[src/rtl/sap_core.sv]
// Parametrised accumulator CPU: mux datapath, variable-length microcode, C/Z flags, handshaked output.
// Instructions take 3-5 steps; step_en=0 stalls every register, and the out_valid pulse still drops after 1 clk.
module sap_core #(
    parameter int DW = 8,
    parameter int AW = 4
) (
    input  logic          clk,
    input  logic          rst,
    input  logic          step_en,
    input  logic          prog_mode,
    input  logic          prog_we,
    input  logic [AW-1:0] prog_addr,
    input  logic [DW-1:0] prog_data,
    output logic [DW-1:0] out_data,
    output logic          out_valid,
    output logic          halted,
    output logic [AW-1:0] pc_out,
    output logic          carry_flag,
    output logic          zero_flag
);

    localparam int DEPTH = 1 << AW;

    typedef enum logic [2:0] {T0, T1, T2, T3, T4} step_e;

    typedef enum logic [3:0] {
        OP_NOP = 4'd0,
        OP_LDA = 4'd1,
        OP_ADD = 4'd2,
        OP_SUB = 4'd3,
        OP_STA = 4'd4,
        OP_LDI = 4'd5,
        OP_JMP = 4'd6,
        OP_JC  = 4'd7,
        OP_JZ  = 4'd8,
        OP_OUT = 4'd14,
        OP_HLT = 4'd15
    } op_e;

    step_e         state_q, state_d;
    logic [AW-1:0] pc_q, pc_d;
    logic [AW-1:0] mar_q, mar_d;
    logic [DW-1:0] a_q, a_d;
    logic [DW-1:0] b_q, b_d;
    logic [DW-1:0] ir_q, ir_d;
    logic [DW-1:0] out_q, out_d;
    logic          c_q, c_d;
    logic          z_q, z_d;
    logic          ov_q, ov_d;
    logic          halt_q, halt_d;

    logic [DW-1:0] mem_q [DEPTH];
    logic          mem_we;
    logic [AW-1:0] mem_waddr;
    logic [DW-1:0] mem_wdata;
    logic [DW-1:0] mem_rd;

    op_e           opc;
    logic [AW-1:0] opa;
    logic [DW-1:0] imm;
    logic          is_sub;
    logic [DW:0]   alu;

    assign mem_rd = mem_q[mar_q];
    assign opc    = op_e'(ir_q[DW-1:DW-4]);
    assign opa    = ir_q[AW-1:0];
    assign imm    = {4'b0000, ir_q[DW-5:0]};
    assign is_sub = (opc == OP_SUB);

    // SUB is A + ~B + 1, so the carry out reads as "no borrow".
    assign alu = {1'b0, a_q} + {1'b0, (is_sub ? ~b_q : b_q)} + {{DW{1'b0}}, is_sub};

    always_comb begin
        state_d   = state_q;
        pc_d      = pc_q;
        mar_d     = mar_q;
        a_d       = a_q;
        b_d       = b_q;
        ir_d      = ir_q;
        out_d     = out_q;
        c_d       = c_q;
        z_d       = z_q;
        ov_d      = 1'b0;
        halt_d    = halt_q;
        mem_we    = 1'b0;
        mem_waddr = prog_addr;
        mem_wdata = prog_data;

        if (prog_mode) begin
            state_d = T0;
            pc_d    = '0;
            mar_d   = '0;
            a_d     = '0;
            b_d     = '0;
            ir_d    = '0;
            c_d     = 1'b0;
            z_d     = 1'b0;
            halt_d  = 1'b0;
            mem_we  = prog_we;
        end else if (step_en && !halt_q) begin
            case (state_q)
                T0: begin
                    mar_d   = pc_q;
                    state_d = T1;
                end
                T1: begin
                    ir_d    = mem_rd;
                    pc_d    = pc_q + {{(AW-1){1'b0}}, 1'b1};
                    state_d = T2;
                end
                T2: begin
                    state_d = T0;
                    case (opc)
                        OP_LDA, OP_ADD, OP_SUB, OP_STA: begin
                            mar_d   = opa;
                            state_d = T3;
                        end
                        OP_LDI: a_d = imm;
                        OP_JMP: pc_d = opa;
                        OP_JC:  if (c_q) pc_d = opa;
                        OP_JZ:  if (z_q) pc_d = opa;
                        OP_OUT: begin
                            out_d = a_q;
                            ov_d  = 1'b1;
                        end
                        OP_HLT: halt_d = 1'b1;
                        default: ;
                    endcase
                end
                T3: begin
                    state_d = T0;
                    case (opc)
                        OP_LDA: a_d = mem_rd;
                        OP_ADD, OP_SUB: begin
                            b_d     = mem_rd;
                            state_d = T4;
                        end
                        OP_STA: begin
                            mem_we    = 1'b1;
                            mem_waddr = mar_q;
                            mem_wdata = a_q;
                        end
                        default: ;
                    endcase
                end
                T4: begin
                    c_d     = alu[DW];
                    a_d     = alu[DW-1:0];
                    z_d     = (alu[DW-1:0] == '0);
                    state_d = T0;
                end
                default: state_d = T0;
            endcase
        end
    end

    always_ff @(posedge clk) begin
        if (!rst) begin
            state_q <= T0;
            pc_q    <= '0;
            mar_q   <= '0;
            a_q     <= '0;
            b_q     <= '0;
            ir_q    <= '0;
            out_q   <= '0;
            c_q     <= 1'b0;
            z_q     <= 1'b0;
            ov_q    <= 1'b0;
            halt_q  <= 1'b0;
        end else begin
            state_q <= state_d;
            pc_q    <= pc_d;
            mar_q   <= mar_d;
            a_q     <= a_d;
            b_q     <= b_d;
            ir_q    <= ir_d;
            out_q   <= out_d;
            c_q     <= c_d;
            z_q     <= z_d;
            ov_q    <= ov_d;
            halt_q  <= halt_d;
        end
    end

    always_ff @(posedge clk) begin
        if (!rst) begin
            for (int i = 0; i < DEPTH; i++) begin
                mem_q[i] <= '0;
            end
        end else if (mem_we) begin
            mem_q[mem_waddr] <= mem_wdata;
        end
    end

    assign out_data   = out_q;
    assign out_valid  = ov_q;
    assign halted     = halt_q;
    assign pc_out     = pc_q;
    assign carry_flag = c_q;
    assign zero_flag  = z_q;

endmodule

[config.mk]
export PLATFORM = sky130hd
export DESIGN_NAME = sap_core
export DESIGN_NICKNAME = d
export VERILOG_FILES = /design/src/rtl/sap_core.sv
export SDC_FILE = /design/constraint.sdc
export NUM_CORES = 1
export LEC_CHECK = 0
export ABC_AREA = 1
export CORE_MARGIN = 2
export CORE_UTILIZATION = 40
export CTS_CLUSTER_DIAMETER = 80
export DETAILED_ROUTE_END_ITERATION = 10
export DONT_BUFFER_PORTS = 1
export GPL_ROUTABILITY_DRIVEN = 0
export GPL_TIMING_DRIVEN = 0
export PLACE_DENSITY = 0.64
export SYNTH_ARGS = -nofsm -noshare
export SYNTH_HDL_FRONTEND = slang
export SYNTH_SLANG_ARGS = --single-unit
[constraint.sdc]
create_clock -name clk -period 6.8 [get_ports clk]
set_clock_uncertainty 0.05 [all_clocks]
set_input_delay 0.34 -clock clk [delete_from_list [all_inputs] [get_ports clk]]
set_output_delay 0.34 -clock clk [all_outputs]
set_load 0.1 [all_outputs]
== Word level (Yosys, flattened, before mapping) ==
Memory sizes are Yosys's and may differ from the RTL's. A register that Yosys moved wholly into a read port is not among the register bits.
Index checks and enable logic that the tools add are counted.
Word-level totals
  register bits: 47
  bits in writable memories: 128
  output and inout bits: 16
  memories: 1
Operators by class
  add/subtract/negate cells: 3
  equal/unequal tests: 20
  muxes and demuxes: 35
  bitwise logic cells: 5
  reductions and logical operators: 20
Memory list
  mem_q: words 16, bits a word 8, read ports 1, clocked after memory_dff 1, wr ports 16, line 52  | logic [DW-1:0] mem_q [DEPTH];
Operators with widths (number)
  $mux 8: 8
  $mux 4: 10
  $pmux 8 s3: 1
  $eq 4x3->1 const B: 4
  $pmux 4 s2: 2
  $eq 4x4->1 const B: 3
  $pmux 3 s4: 1
  $pmux 4 s3: 1
  $mux 1: 10
  $add 8x8->9: 1
  $add 9x1->9: 1
  $reduce_and 3->1: 3
  $eq 4x2->1 const B: 2
  $logic_not 8->1: 1
  $not 8->8: 1
  $reduce_and 4->1: 2
  $reduce_or 4->1: 2
  $reduce_or 8->1: 1
  $eq 3x2->1 const B: 2
  $ne 2x1->1 const B: 3
  $ne 3x3->1 const B: 2
  $reduce_and 5->1: 1
  $add 4x1->4 const B: 1
  $eq 4x1->1 const B: 1
  other kinds (13): 19

== Depth between registers and ports, before layout ==
Gate-level depths: netlist of run 1.
  depth after elaboration: 10
  mapped depth: 16
  gate-level depth less buffers: 16

== Worst setup path after synthesis of run 1 ==
Ideal clock, no wire load.
  path kind: reg-to-reg
  start: reg halt_q (netlist: halted)
  end: mem mem_q[11][0], enable pin
  arrival: 2.461 ns
  data required time: 6.421 ns
  setup slack: 3.960 ns
  cell stages (with the launch flop): 11
  path buffers: 0
  cell sequence: dfxtp_1 -> inv_1 -> nand2_1 -> nor2_2 -> nand4_4 -> nand2_1 -> o21ai_2 -> inv_1 -> nor2_2 -> nand4_2 -> nand2_1
RTL lines
  start: declaration: line 50  | logic halt_q, halt_d;
  start signal: assignment: line 181  | halt_q <= halt_d;
  end: declaration: line 52

==> impl_summary.md, run 1 <==
Detailed routing
After detailed routing, the average wire length per cell comes to about 19 um. The residual antenna-violating net count after detailed routing is 0. The number of DRC markers after the initial detailed-route iteration is slightly below 600. The total number of vias is 6944. Before antenna repair, the detailed router went through 5 iterations.

For this block, the routed nets add up to approximately 25000 um of wire. The DRC violation count after routing is 0. In the routed layout, each cell is associated on average with a via count of between 5 and 6.

Worst setup path
The critical path required time is 6.92 ns. The kind of end point of the critical path is a register. The endpoint identified for the worst register-to-register timing path is mem_q[0][2]$_SDFFCE_PN0P_. For this run, the slowest stage of the critical path takes about 0.95 ns. The setup path with the least slack is of type register to register. The internal reg-to-reg setup slack is approximately 3.2 ns. The startpoint identified for the worst register-to-register timing path is halted$_SDFFE_PP0P_. The startpoint type of the worst setup path is a register.

The largest individual stage delay along the critical path comes from the cell sky130_fd_sc_hd__dfxtp_1. Traced cell by cell, the critical path runs through inv_1 -> nand2_1 -> nor2_2 -> nand4_4 -> mux2i_1 -> clkbuf_1 -> nor2_1. Along the worst path, the maximum fanout reaches 10. The data arrival time of the critical path is 3.72 ns. The number of cells on the worst reg-to-reg path is 7.

Synthesis
The most used flip-flop cell after synthesis is sky130_fd_sc_hd__edfxtp_1. Counting every instance in the synthesized netlist gives between 900 and 1000. The mean area per synthesized cell is between 8 and 9 sq um.

The share of the Yosys chip area taken by registers is 0.5666. The total standard cell area after synthesis is approximately 8600 sq um. Yosys mapped the design onto 37 distinct sky130hd cell types.

During synthesis, Yosys emitted a total of 0 warnings. Of the post-synthesis cell area, the dominant cell type holds 0.4477. The cell taking the most area after synthesis is sky130_fd_sc_hd__edfxtp_1.

Sorting the synthesized cells by area gives the leading types as sky130_fd_sc_hd__edfxtp_1 45%, sky130_fd_sc_hd__dfxtp_1 12%, sky130_fd_sc_hd__nor2_1 10%. In this run, synthesis produced a sequential element count of approximately 180. Of all flip-flops after synthesis, the portion carrying an async set or reset was 0. The number of enable-type register cells in the synthesized netlist is between 100 and 150.

The net count after synthesis is 1000.

Clock network
Clock-pin slew was measured on the worst setup and hold paths at around 0.07 ns. The TritonCTS clock tree is built. The H-tree generated during clock tree synthesis spans 4 levels.

The later-pin clock latency in the skew report is 0.45 ns. The number of instances resized during post-cts repair is 0. Clock tree synthesis inserted a total of 17 buffers.

CTS saw roughly 180 sinks. Clock tree synthesis selected as its root buffer the cell sky130_fd_sc_hd__clkbuf_16. The maximum clock path buffer count is 2.

Job
The max-capacitance violation count is 0.

Placement
The final HPWL from detailed placement is ~17000 um. The minimum setup slack after placement is 3.244 ns. The number of placed instances, taps included is approximately 1200. The number of port buffers is 0.

GRT
The pin count of the biggest net entering global routing is 17. The number of global-route vias before repair came to roughly 6700. The global-route congestion overflow total is 0. The number of antenna violations at the first check in global routing is 0. The first global-routing pass estimated approximately 37000 um of wire. The global-route usage over all layers is 0.2261.

STA
Setup slack on the critical path of the routed design comes to around 3.2 ns. The shortest clock period the worst path allows after layout is about 3.6 ns. The final count of hold timing violations was 0. Derived from the worst setup path, the maximum achievable clock frequency is ~0.28 GHz. Setup repair after global routing left no endpoint under its margin. The setup total negative slack is 0 ns.

For the pin with the worst max-slew slack, the measured transition is 1.031 ns. The final count of pins violating max slew came to 0. Of the available clock period, the critical path in the final layout requires 0.5300.

Headroom to the max-slew limit came out at 0.2929. Setup violations remaining at the end of the flow were counted as 0.

Finish
Once layout is complete, the utilization of the core stands at 0.4528. The number of inserted diodes is 0. At the end of the flow, the number of nets in the layout was approximately 1000.

For this run, the number of standard cells in the final layout without fillers is 1282. The share of cells above drive strength 1 is 0.06455. The area growth from synthesis to layout is 10.87%.

Floorplanning
The placeable core region is about 21000 sq um. In this run the core area contains 53 standard-cell rows. The floorplan step set the die width to ~150 um. During I/O placement, the number of pins put on the boundary was 33. The die is ~150 um tall. The initial core utilization is 0.4084. The die covers between 20000 and 25000 sq um.

Power
The power per cell area is roughly 250 nW/um^2. The static leakage is ~3.7 nW. The worst-case IR drop observed on VDD is about 0.00018 V.

Outcome
The flow ran to the end, and the final reports show no timing, DRC or antenna violations.

Worst hold path
The startpoint of the lowest-slack hold path is prog_mode. The min-delay analysis places its worst path in the category input port to register. The path with the worst hold slack has its endpoint at a_q[7]$_SDFFE_PP0P_. The depth of the worst hold-timing path is 3.
## cells in the final DEF (no fill, tap or decap), types with 2 or more instances in the layout
| master | n |
|---|---|
| sky130_fd_sc_hd__nor2_1 | 239 |
| sky130_fd_sc_hd__edfxtp_1 | 128 |
| sky130_fd_sc_hd__o21ai_0 | 114 |
| sky130_fd_sc_hd__nand2_1 | 110 |
| sky130_fd_sc_hd__inv_1 | 85 |
| sky130_fd_sc_hd__a21oi_1 | 52 |
| sky130_fd_sc_hd__dfxtp_1 | 51 |
| sky130_fd_sc_hd__nand3_1 | 34 |
| sky130_fd_sc_hd__clkbuf_1 | 33 |
| sky130_fd_sc_hd__o211ai_1 | 27 |
| sky130_fd_sc_hd__clkbuf_16 | 17 |
| sky130_fd_sc_hd__buf_2 | 13 |
| sky130_fd_sc_hd__ha_1 | 8 |
| sky130_fd_sc_hd__xor2_1 | 7 |
| sky130_fd_sc_hd__o21ai_1 | 7 |
| sky130_fd_sc_hd__nand4_1 | 7 |
| sky130_fd_sc_hd__nor3_1 | 7 |
| sky130_fd_sc_hd__or2_1 | 6 |
| sky130_fd_sc_hd__inv_2 | 5 |
| sky130_fd_sc_hd__clkinv_1 | 5 |
| sky130_fd_sc_hd__o22ai_1 | 5 |
| sky130_fd_sc_hd__inv_6 | 5 |
| sky130_fd_sc_hd__nand3_2 | 4 |
| sky130_fd_sc_hd__nor2_2 | 4 |
| sky130_fd_sc_hd__o221ai_1 | 4 |
| sky130_fd_sc_hd__o21ai_2 | 3 |
| sky130_fd_sc_hd__nand4_2 | 3 |
| sky130_fd_sc_hd__mux2i_1 | 3 |
| sky130_fd_sc_hd__o31ai_1 | 3 |
| sky130_fd_sc_hd__clkinv_2 | 2 |
| sky130_fd_sc_hd__clkinv_4 | 2 |
| sky130_fd_sc_hd__bufinv_16 | 2 |
## metal layers
| layer | up-vias | share of wire | wire length, um | track usage |
|---|---|---|---|---|
| met5 | - | 0 | 0 | 0 |
| met4 | 0 | 0.037 | 907 | 0.1019 |
| met3 | 60 | 0.074 | 1822 | 0.04212 |
| met2 | 254 | 0.46 | 11470 | 0.3609 |
| met1 | 3302 | 0.43 | 10530 | 0.2997 |
| li1 | 3328 | - | - | - |
## state kept, by name, indices dropped and copies added (netlist names), named ones only
signal	flops
mem_q	128
a_q	8
b_q	8
ir_q	8
out_data	8
mar_q	4
pc_out	4
state_q	3
carry_flag	1
halted	1
out_valid	1
zero_flag	1
## power by group
part | switching [mW] | total (mW) | internal (mW)
Sequential | 0.0183 | 1.23 | 1.21
Combinational | 0.116 | 0.147 | 0.0308
Clock | 0.443 | 0.990 | 0.547
Total | 0.577 | 2.37 | 1.79
## kinds of logic after synthesis
family	Yosys count	share of synthesized area
compound gates	218	0.1414
xor+xnor	8	0.008161
fa+ha+maj	9	0.01399
buf+inv	139	0.06266
flops	179	0.5666
mux	3	0.003498
simple gates	418	0.2037
## area by class of cell
class,count,area (sq um)
sequential,179,4865
clock buffer,18,429.2
inverter,93,349.1
fill,2061,11500
tap,275,344.1
clock inverter,14,150.1
timing repair buffer,1,10.01
buffer,46,188.9
multi-input combinational,656,3183
## worst max path at each step
| stage | startpoint | to | slack (ns) |
|---|---|---|---|
| floorplan | halted$_SDFFE_PP0P_ | mem_q[11][0]$_SDFFCE_PN0P_ | 3.96 |
| CTS | halted$_SDFFE_PP0P_ | mem_q[0][2]$_SDFFCE_PN0P_ | 3.25 |
| detailed placement | halted$_SDFFE_PP0P_ | mem_q[0][2]$_SDFFCE_PN0P_ | 3.24 |
| global route | halted$_SDFFE_PP0P_ | mem_q[14][2]$_SDFFCE_PN0P_ | 3.09 |
| finish | halted$_SDFFE_PP0P_ | mem_q[0][2]$_SDFFCE_PN0P_ | 3.20 |
| global placement | halted$_SDFFE_PP0P_ | mem_q[3][2]$_SDFFCE_PN0P_ | 3.26 |
## metrics by stage
| stage | hold slack, ns | total power [mW] | instance area, sq um |
|---|---|---|---|
| after CTS | 0.09573 | 2.367 | 9519 |
| after global routing | 0.1269 | 2.427 | 9519 |
| after floorplan | 0.3908 | 1.336 | 8586 |
| after detailed placement | 0.4153 | 1.395 | 8930 |
| after global placement | 0.4159 | 1.393 | 8930 |
| final | 0.09692 | 2.365 | 9519 |
## repair_timing
| action | 4_1_cts | 5_1_grt |
|---|---|---|
| buffers inserted | 0 | 0 |
| hold buffers | 1 | 0 |
| endpoints found under the hold margin | 4 | 0 |
## Yosys cell counts (3+ instances only)
library cell / instances
sky130_fd_sc_hd__buf_2: 13
sky130_fd_sc_hd__o21ai_2: 3
sky130_fd_sc_hd__clkbuf_1: 32
sky130_fd_sc_hd__o21ai_1: 7
sky130_fd_sc_hd__nand4_2: 3
sky130_fd_sc_hd__nor2_2: 4
sky130_fd_sc_hd__a21oi_1: 52
sky130_fd_sc_hd__nand3_2: 4
sky130_fd_sc_hd__nand3_1: 34
sky130_fd_sc_hd__xor2_1: 7
sky130_fd_sc_hd__ha_1: 8
sky130_fd_sc_hd__o22ai_1: 5
sky130_fd_sc_hd__nand2_1: 110
sky130_fd_sc_hd__o31ai_1: 3
sky130_fd_sc_hd__edfxtp_1: 128
sky130_fd_sc_hd__o21ai_0: 114
sky130_fd_sc_hd__o211ai_1: 27
sky130_fd_sc_hd__mux2i_1: 3
sky130_fd_sc_hd__or2_1: 6
sky130_fd_sc_hd__dfxtp_1: 51
sky130_fd_sc_hd__inv_1: 85
sky130_fd_sc_hd__inv_2: 5
sky130_fd_sc_hd__nor3_1: 7
sky130_fd_sc_hd__o221ai_1: 4
sky130_fd_sc_hd__nor2_1: 239
sky130_fd_sc_hd__nand4_1: 7
sky130_fd_sc_hd__clkinv_1: 3
## critical path, delay by kind of cell, from the launching register on
kind,cells,cell delay [ns]
buffers and inverters,2,0.70
DFF,1,0.95
muxes,1,0.87
and+or+nand+nor,4,0.74
Power figures use the tool's default switching activity.
==> inputs of run 2 (changes only) <==
Settings changed: ABC_AREA 1 to 0.
Clock period 6.8 ns to 3.75 ns, I/O delays scaled along.
==> impl_summary.md, run 2 <==
Worst setup path
The cell count of the worst reg-to-reg path is 12 (+5). The internal reg-to-reg setup slack was 0.36 ns (-2.84 ns). The launch instance of the worst register-to-register path is ir_q[6]$_SDFFE_PP0P_. The delay contributed by the slowest stage of the critical path is 0.67 ns (-0.28 ns). The critical path required time came to 4.07 ns (-2.85 ns). The critical path buffer and inverter count is 3 (+1). The critical path goes through buf_4 -> nand4bb_1 -> buf_6 -> xnor2_1 -> inv_1 -> fa_1 -> and2b_1 -> o31a_1 -> a21oi_1 -> or4b_2 -> or4_1 -> o21ai_1. The worst setup path is of the register to register kind. STA classifies the critical path startpoint as a register. The worst reg2reg path endpoint is zero_flag$_SDFFE_PP0P_. Grouping stages by cell kind, the critical path spends the most delay in simple AND/OR/NAND/NOR gates.

The critical-path maximum fanout is 10 (unchanged). The data arrival time of the critical path is 3.71 ns (about the same). The worst setup path is captured at a register. The largest individual stage delay along the critical path comes from the cell sky130_fd_sc_hd__or4b_2.

Clock network
The cell sitting at the root of the clock tree is a sky130_fd_sc_hd__clkbuf_16. The TritonCTS clock tree is built. The TritonCTS sink count is 179 (unchanged).

The TritonCTS buffer count is 17 (unchanged). The deepest level of the CTS H-tree is 4 (unchanged). The later-pin clock latency in the skew report is 0.44 ns (about the same). The clock input transition at the sequential cells of the worst setup and hold paths came to 0.07 ns (about the same). The maximum clock path buffer count is 2 (unchanged).

Worst hold path
The type of the worst min-delay path is input port to register. The startpoint of the lowest-slack hold path is prog_data[0]. The depth of the worst hold-timing path is 2 (-1).

The path with the worst hold slack has its endpoint at mem_q[9][0]$_SDFFCE_PN0P_.

STA
The setup total negative slack is 0 ns (unchanged). Setup repair after global routing left no endpoint under its margin. The highest attainable clock frequency came to 0.2947 GHz (+6.2%). The final count of hold timing violations is 0 (unchanged). The number of setup violations in the final report is 0 (unchanged). The final count of pins violating max slew is 0 (unchanged). The fraction of the cycle the final worst path needs is 0.9048 (+0.3748).

The shortest clock period the worst path allows after layout is 3.393 ns (-0.2109 ns). The worst slew slack as a fraction of its limit was 0.2409 (-0.05206). The transition at the pin with the smallest max-transition slack is 1.137 ns (+0.1060 ns).

Synthesis
The parity-gate share of the synthesized area counting xor and xnor cells is 0.01468 (+0.006523). The unique cell type count in the Yosys netlist was 61 (+65%). Yosys attributes the largest share of cell area to sky130_fd_sc_hd__edfxtp_1 46%, sky130_fd_sc_hd__dfxtp_1 12%, sky130_fd_sc_hd__mux4_2 11%. The number of enable-type register cells in the synthesized netlist is 128 (unchanged). The synthesized design spends more area on one cell type than any other, namely sky130_fd_sc_hd__edfxtp_1. Sorting the synthesized cells by how often they occur yields 186 x sky130_fd_sc_hd__nor2_1, 128 x sky130_fd_sc_hd__edfxtp_1, 51 x sky130_fd_sc_hd__dfxtp_1.

The mean area per synthesized cell is 12.30 sq um (+40%). The gate count after technology mapping is 679 (-30%). The fraction of the yosys area taken by sequential cells came to 0.5826 (+0.01596). The register bit count reported by yosys is 179 (unchanged). sky130_fd_sc_hd__nor2_1 is the most common cell in the netlist. The net count after synthesis is 705 (-30%). The count of warnings emitted by yosys is 0 (unchanged). The most used flip-flop cell after synthesis is sky130_fd_sc_hd__edfxtp_1. The fraction of the mapped netlist area in compound gates is 0.05619 (-0.08517). The arithmetic-cell share of the synthesized area counting full adders, half adders and majority gates is 0.01438 (+0.0003941). The fraction of synthesized area in multiplexers was 0.1465 (+0.1430). The fraction of registers with async set/reset is 0 (unchanged). The total standard cell area after synthesis was 8351 sq um (-2.7%). The area fraction in and, or, nand and nor cells after synthesis is 0.1563 (-0.04745). The fraction of post-synthesis cell area in the top cell type by area was 0.4603 (+0.01261). The dominant combinational cell family by area after synthesis is simple AND/OR/NAND/NOR gates.

Finish
The share of cells above drive strength 1 was 0.1503 (+0.08573). The top cell types in the final layout, fill and taps aside, are 186 x sky130_fd_sc_hd__nor2_1, 128 x sky130_fd_sc_hd__edfxtp_1, 50 x sky130_fd_sc_hd__dfxtp_1. The number of flip-flops in the largest register came to 128 (unchanged). The number of inserted diodes is 0 (unchanged). The most frequent standard cell in the layout excluding fill and tap cells is sky130_fd_sc_hd__nor2_1. The signed area change from the synthesized netlist to the final layout is 11.36%. Counting flops per register, the top entry is mem_q.

The net count reported at finish was 726 (-29%).

Detailed routing
The total number of vias came to 5583 (-20%). The number of DRC markers after the initial detailed-route iteration is 566 (-4.7%). The aggregate routed wire length is 21440 um (-13%). The mean routed wirelength per cell is 21.84 um (+13%). The detailed-routing iteration count for the pre-antenna-repair pass is 5 (unchanged). The DRC violation count after routing is 0 (unchanged).

The post-detailed-route via-to-cell ratio came to 5.685 (+5.0%). The residual antenna-violating net count after detailed routing came to 0 (unchanged).

Power
The static leakage was 3.211 nW (-12%). The worst-case vdd ir drop came to 0.0003101 V (+77%). The total power after layout came to 4.296 mW (+82%). The power per cell area is 462.0 nW/um^2 (+86%).

GRT
The global-route congestion overflow total was 0 (unchanged). The pin count of the biggest net entering global routing is 17 (unchanged). The global-route usage over all layers came to 0.2033 (-0.02286).

The number of global-route vias before repair was 5699 (-15%). The global-route wire length before repair is 32890 um (-12%). The number of antenna violations at the first check in global routing is 0 (unchanged).

Floorplanning
The placeable core region is 20360 sq um (-3.1%). The initial core utilization is 0.4101 (+0.001624). The floorplan row count is 52 (-1.9%). The total die area is 22050 sq um (-2.7%). The I/O pin total is 33 (unchanged). The chip height is 148.5 um (-1.3%). The horizontal extent of the die was 148.5 um (-1.3%).

Placement
The final HPWL from detailed placement is 15320 um (-11%). The number of port buffers is 0 (unchanged).

Job
The max-capacitance violation count is 0 (unchanged).

Outcome
The run finished with clean final reports.
==> run 2: changes by cell type in the layout (fill, tap and decap cells not counted), moves of 8 or more <==
| cell | before | now |
|---|---|---|
| sky130_fd_sc_hd__o21ai_0 | 114 | 5 |
| sky130_fd_sc_hd__inv_1 | 85 | 9 |
| sky130_fd_sc_hd__nand2_1 | 110 | 45 |
| sky130_fd_sc_hd__nor2_1 | 239 | 186 |
| sky130_fd_sc_hd__mux4_2 | 0 | 39 |
| sky130_fd_sc_hd__a21oi_1 | 52 | 15 |
| sky130_fd_sc_hd__mux2i_1 | 3 | 29 |
| sky130_fd_sc_hd__o211ai_1 | 27 | 1 |
| sky130_fd_sc_hd__nand3_1 | 34 | 10 |
| sky130_fd_sc_hd__clkbuf_1 | 33 | 14 |
| sky130_fd_sc_hd__xnor2_1 | 1 | 10 |
| sky130_fd_sc_hd__buf_4 | 0 | 8 |
==> run 2: cells by family after synthesis <==
family          count (synthesis)
simple gates                  295
flops                         179
mux                            72
compound gates                 64
buf+inv                        46
xor+xnor                       14
fa+ha+maj                       9
==> run 2: worst max-delay path by stage <==
| stage | from | slack, ns | endpoint | depth (start not counted) |
|---|---|---|---|---|
| after floorplan | ir_q[6]$_SDFFE_PP0P_ | 0.69 | zero_flag$_SDFFE_PP0P_ | 12 |
| after global placement | halted$_SDFFE_PP0P_ | 0.06 | mem_q[13][7]$_SDFFCE_PN0P_ | 8 |
| after detailed placement | halted$_SDFFE_PP0P_ | 0.06 | mem_q[1][2]$_SDFFCE_PN0P_ | 8 |
| after CTS | halted$_SDFFE_PP0P_ | 0.03 | mem_q[1][5]$_SDFFCE_PN0P_ | 8 |
| after global routing | ir_q[6]$_SDFFE_PP0P_ | 0.16 | mem_q[1][5]$_SDFFCE_PN0P_ | 7 |
| final | ir_q[6]$_SDFFE_PP0P_ | 0.36 | zero_flag$_SDFFE_PP0P_ | 12 |
==> run 2: cell type report <==
type / instances / area, sq um
fill: 1841 / 11070
timing repair buffer: 2 / 20.02
buffer: 37 / 211.5
multi-input combinational: 454 / 3241
clock inverter: 13 / 160.2
inverter: 9 / 33.78
sequential: 179 / 4866
clock buffer: 18 / 429.2
tap: 270 / 337.8
==> run 2: timing repair <==
item                                   4_1_cts  5_1_grt
hold buffers                                 2        0
setup buffers                                0        0
setup endpoints to repair                    0       32
endpoints found under the hold margin        6        0
resized for setup                            0        1
==> run 2: routing by layer <==
metal	global-route usage	vias up	wire length, um	share of wire
li1	-	2537	-	-
met1	0.2598	2790	8648	0.40
met2	0.3384	228	10750	0.50
met3	0.05583	28	1689	0.079
met4	0.06333	0	360	0.017
met5	0	-	0	0
==> run 2: per-stage QoR <==
stage	area, sq um	hold slack (ns)	worst slack [ns]	std cells	utilization
2_1_floorplan	8351	0.3171	0.6867	679	-
3_3_place_gp	8688	0.3394	0.06494	949	0.4266
3_5_place_dp	8688	0.3470	0.05644	949	0.4266
4_1_cts	9298	0.02617	0.02969	982	0.4566
5_1_grt	9299	0.05034	0.1584	982	0.4566
6_report	9299	0.04096	0.3572	982	0.4566
==> run 2: power breakdown <==
group	total [mW]	switching [mW]	internal [mW]	leakage [nW]
sequential	2.22	0.0290	2.19	1.63
combinational	0.254	0.161	0.0934	1.29
clock	1.82	0.773	1.05	0.289
total	4.30	0.962	3.33	3.21
==> inputs of run 3 (changes only) <==
==> constraint.sdc (replaced) <==
create_clock -name clk -period 3.75 [get_ports clk]
set_clock_uncertainty 0.05 [all_clocks]
set_input_delay 0.75 -clock clk [delete_from_list [all_inputs] [get_ports clk]]
set_output_delay 0.75 -clock clk [all_outputs]
set_load 0.1 [all_outputs]
==> impl_summary.md, run 3 (synthesis gave the netlist of run 2 again) <==
Power
The switching part of the total power is 0.2233 (-0.0006983). The switching power total was 958.2 uW (-0.44%). The relative contribution of combinational cells to total power is 0.059 (about the same). The sequential cell fraction of total power came to 0.518 (about the same). The worst-case vdd ir drop came to 0.0003088 V (-0.44%).

The part of the power in the clock network came to 0.423 (about the same). The internal power component was 3.332 mW (about the same). The static leakage is 3.202 nW (-0.26%). The power per cell area is 462.4 nW/um^2 (about the same).

Worst hold path
The type of the worst min-delay path is input port to register.

STA
The fraction of the cycle the final worst path needs is 0.9075 (+0.002786). The final worst-path setup slack is 0.3467 ns (-0.01045 ns). The shortest clock period the worst path allows after layout was 3.403 ns (+0.01045 ns).

The final count of pins violating max slew is 0 (unchanged). Setup repair after global routing left no endpoint under its margin. The highest attainable clock frequency came to 0.2938 GHz (-0.31%).

The final count of hold timing violations came to 0 (unchanged). The setup total negative slack was 0 ns (unchanged). The transition at the pin with the smallest max-transition slack is 1.133 ns (-0.004440 ns). The number of setup violations in the final report is 0 (unchanged). The worst slew slack as a fraction of its limit was 0.2438 (+0.002963).

Placement
The minimum setup slack after placement is 0.05644 ns (unchanged). The number of port buffers came to 0 (unchanged). The final HPWL from detailed placement is 15320 um (unchanged).

GRT
The number of antenna violations at the first check in global routing is 0 (unchanged). The global-route wire length before repair is 32850 um (-0.11%). The pin count of the biggest net entering global routing is 17 (unchanged).

The global-route congestion overflow total was 0 (unchanged). The global-route usage over all layers was 0.2029 (-0.0003318). The number of global-route vias before repair is 5693 (-0.11%).

Worst setup path
In this design, the largest share of critical-path delay is due to simple AND/OR/NAND/NOR gates. The worst reg2reg path endpoint is zero_flag$_SDFFE_PP0P_. The internal reg-to-reg setup slack is 0.35 ns (about the same).

The slowest stage cell on the critical path is sky130_fd_sc_hd__or4b_2. The capturing element of the worst setup path is zero_flag$_SDFFE_PP0P_. The most critical setup path has its startpoint at ir_q[6]$_SDFFE_PP0P_. The launch instance of the worst register-to-register path is ir_q[6]$_SDFFE_PP0P_. Walking the worst path, the cells encountered are buf_4 -> nand4bb_1 -> buf_6 -> xnor2_1 -> inv_1 -> fa_1 -> and2b_1 -> o31a_1 -> a21oi_1 -> or4b_2 -> or4_1 -> o21ai_1. The critical path buffer and inverter count was 3 (unchanged). The number of logic stages on the critical path including buffering is 12 (unchanged). The data arrival time of the critical path was 3.72 ns (about the same).

The classification of the worst setup path is register to register. The critical-path maximum fanout was 10 (unchanged). The delay contributed by the slowest stage of the critical path was 0.67 ns (about the same). The cell count of the worst reg-to-reg path was 12 (unchanged).

The kind of end point of the critical path is a register. The startpoint type of the worst setup path is a register. The critical path required time is 4.07 ns (about the same).

Floorplanning
The total die area was 22050 sq um (unchanged). The horizontal extent of the die is 148.5 um (unchanged). The chip height is 148.5 um (unchanged). The initial core utilization is 0.4101 (unchanged). The I/O pin total came to 33 (unchanged). The floorplan row count is 52 (unchanged). The placeable core region is 20360 sq um (unchanged).

Detailed routing
The residual antenna-violating net count after detailed routing is 0 (unchanged). The mean routed wirelength per cell is 21.84 um (about the same). The number of DRC markers after the initial detailed-route iteration came to 545 (-3.7%). The total number of vias was 5578 (-0.090%). The detailed-routing iteration count for the pre-antenna-repair pass is 6 (+1). The post-detailed-route via-to-cell ratio is 5.692 (+0.11%). The DRC violation count after routing was 0 (unchanged). The aggregate routed wire length came to 21400 um (-0.20%).

Finish
The most frequent standard cell in the layout excluding fill and tap cells is sky130_fd_sc_hd__nor2_1. The share of cells above drive strength 1 is 0.1507 (+0.0004233). The register bank with the most flops is mem_q. The number of flip-flops in the largest register is 128 (unchanged). The total of fill cells in the finished design came to 1844 (+0.16%). The area growth from synthesis to layout is 11.12%.

The net count reported at finish is 724 (-0.28%). In the layout the commonest cells are 186 x sky130_fd_sc_hd__nor2_1, 128 x sky130_fd_sc_hd__edfxtp_1, 50 x sky130_fd_sc_hd__dfxtp_1. The number of inserted diodes is 0 (unchanged).

Clock network
TritonCTS built the clock tree. The buffers inserted during post-CTS setup optimization is 0 (unchanged). The clock input transition at the sequential cells of the worst setup and hold paths is 0.07 ns (about the same). The maximum clock path buffer count is 2 (unchanged).

The number of buffers inserted for hold repair after clock tree synthesis is 0 (-2). The deepest level of the CTS H-tree came to 4 (unchanged). The later-pin clock latency in the skew report is 0.44 ns (about the same).

The TritonCTS buffer count is 17 (unchanged). The TritonCTS sink count is 179 (unchanged). The clock root buffer is sky130_fd_sc_hd__clkbuf_16.

Outcome
The run finished with clean final reports.

Job
The max-capacitance violation count came to 0 (unchanged).
==> run 3: cell types whose count changed in the layout (fill, tap and decap cells not counted), sizes merged <==
| cell | change |
|---|---|
| dlygate4sd3 | -2 |
==> run 3: layout make-up <==
cell class              instances  area (sq um)  share of cell area
clock inverters                13         160.2             0.01726
clock buffers                  18         429.2             0.04625
inverters                       9         33.78            0.003641
plain buffers                  37         211.5             0.02279
flip-flops and latches        179          4866              0.5244
multi-input cells             454          3241              0.3492
well taps                     270         337.8             0.03641
==> run 3: power groups by stage <==
| stage | Combinational (mW) | Sequential, mW | Clock, mW |
|---|---|---|---|
| final | 0.252 | 2.22 | 1.81 |
| after floorplan | 0.171 | 2.25 | 0 |
| after global placement | 0.246 | 2.26 | 0 |
| after global routing | 0.269 | 2.23 | 1.91 |
| after CTS | 0.251 | 2.22 | 1.83 |
| after detailed placement | 0.250 | 2.27 | 0 |
==> run 3: worst min path at each step <==
| stage | startpoint | end | slack [ns] | depth (start not counted) |
|---|---|---|---|---|
| global placement | b_q[7]$_SDFFE_PP0P_ | b_q[7]$_SDFFE_PP0P_ | 0.45 | 2 |
| CTS | prog_mode | zero_flag$_SDFFE_PP0P_ | 0.45 | 2 |
| finish | prog_mode | zero_flag$_SDFFE_PP0P_ | 0.47 | 2 |
| floorplan | b_q[1]$_SDFFE_PP0P_ | b_q[1]$_SDFFE_PP0P_ | 0.43 | 2 |
| global route | prog_mode | zero_flag$_SDFFE_PP0P_ | 0.48 | 2 |
| detailed placement | b_q[4]$_SDFFE_PP0P_ | b_q[4]$_SDFFE_PP0P_ | 0.46 | 2 |
==> run 3: metal layers <==
layer | part of all wire | GRT usage | up-vias
li1 | - | - | 2531
met1 | 0.40 | 0.2598 | 2811
met2 | 0.50 | 0.3356 | 210
met3 | 0.078 | 0.05552 | 26
met4 | 0.020 | 0.06714 | 0
met5 | 0 | 0 | -
==> run 3: stage by stage <==
stage | instance area, sq um | hold slack (ns) | util | total power, mW | cells
finish | 9279 | 0.4676 | 0.4556 | 4.291 | 980
global route | 9279 | 0.4769 | 0.4556 | 4.408 | 980
CTS | 9278 | 0.4469 | 0.4556 | 4.309 | 980
detailed placement | 8688 | 0.4552 | 0.4266 | 2.516 | 949
global placement | 8688 | 0.4509 | 0.4266 | 2.507 | 949
floorplan | 8351 | 0.4323 | - | 2.424 | 679
==> run 3: worst register-to-register path: cells and delay by family (launching register included) <==
| family | cells | cell delay, ns |
|---|---|---|
| compound gates | 3 | 0.41 |
| xor+xnor | 1 | 0.19 |
| fa+ha+maj | 1 | 0.41 |
| buf+inv | 3 | 0.42 |
| flops | 1 | 0.30 |
| simple gates | 4 | 1.55 |
==> run 3: what timing repair did <==
| item | CTS | global route |
|---|---|---|
| resized for setup | 0 | 1 |
| endpoints found under the setup margin | 0 | 32 |
| endpoints found under the hold margin | 0 | 0 |
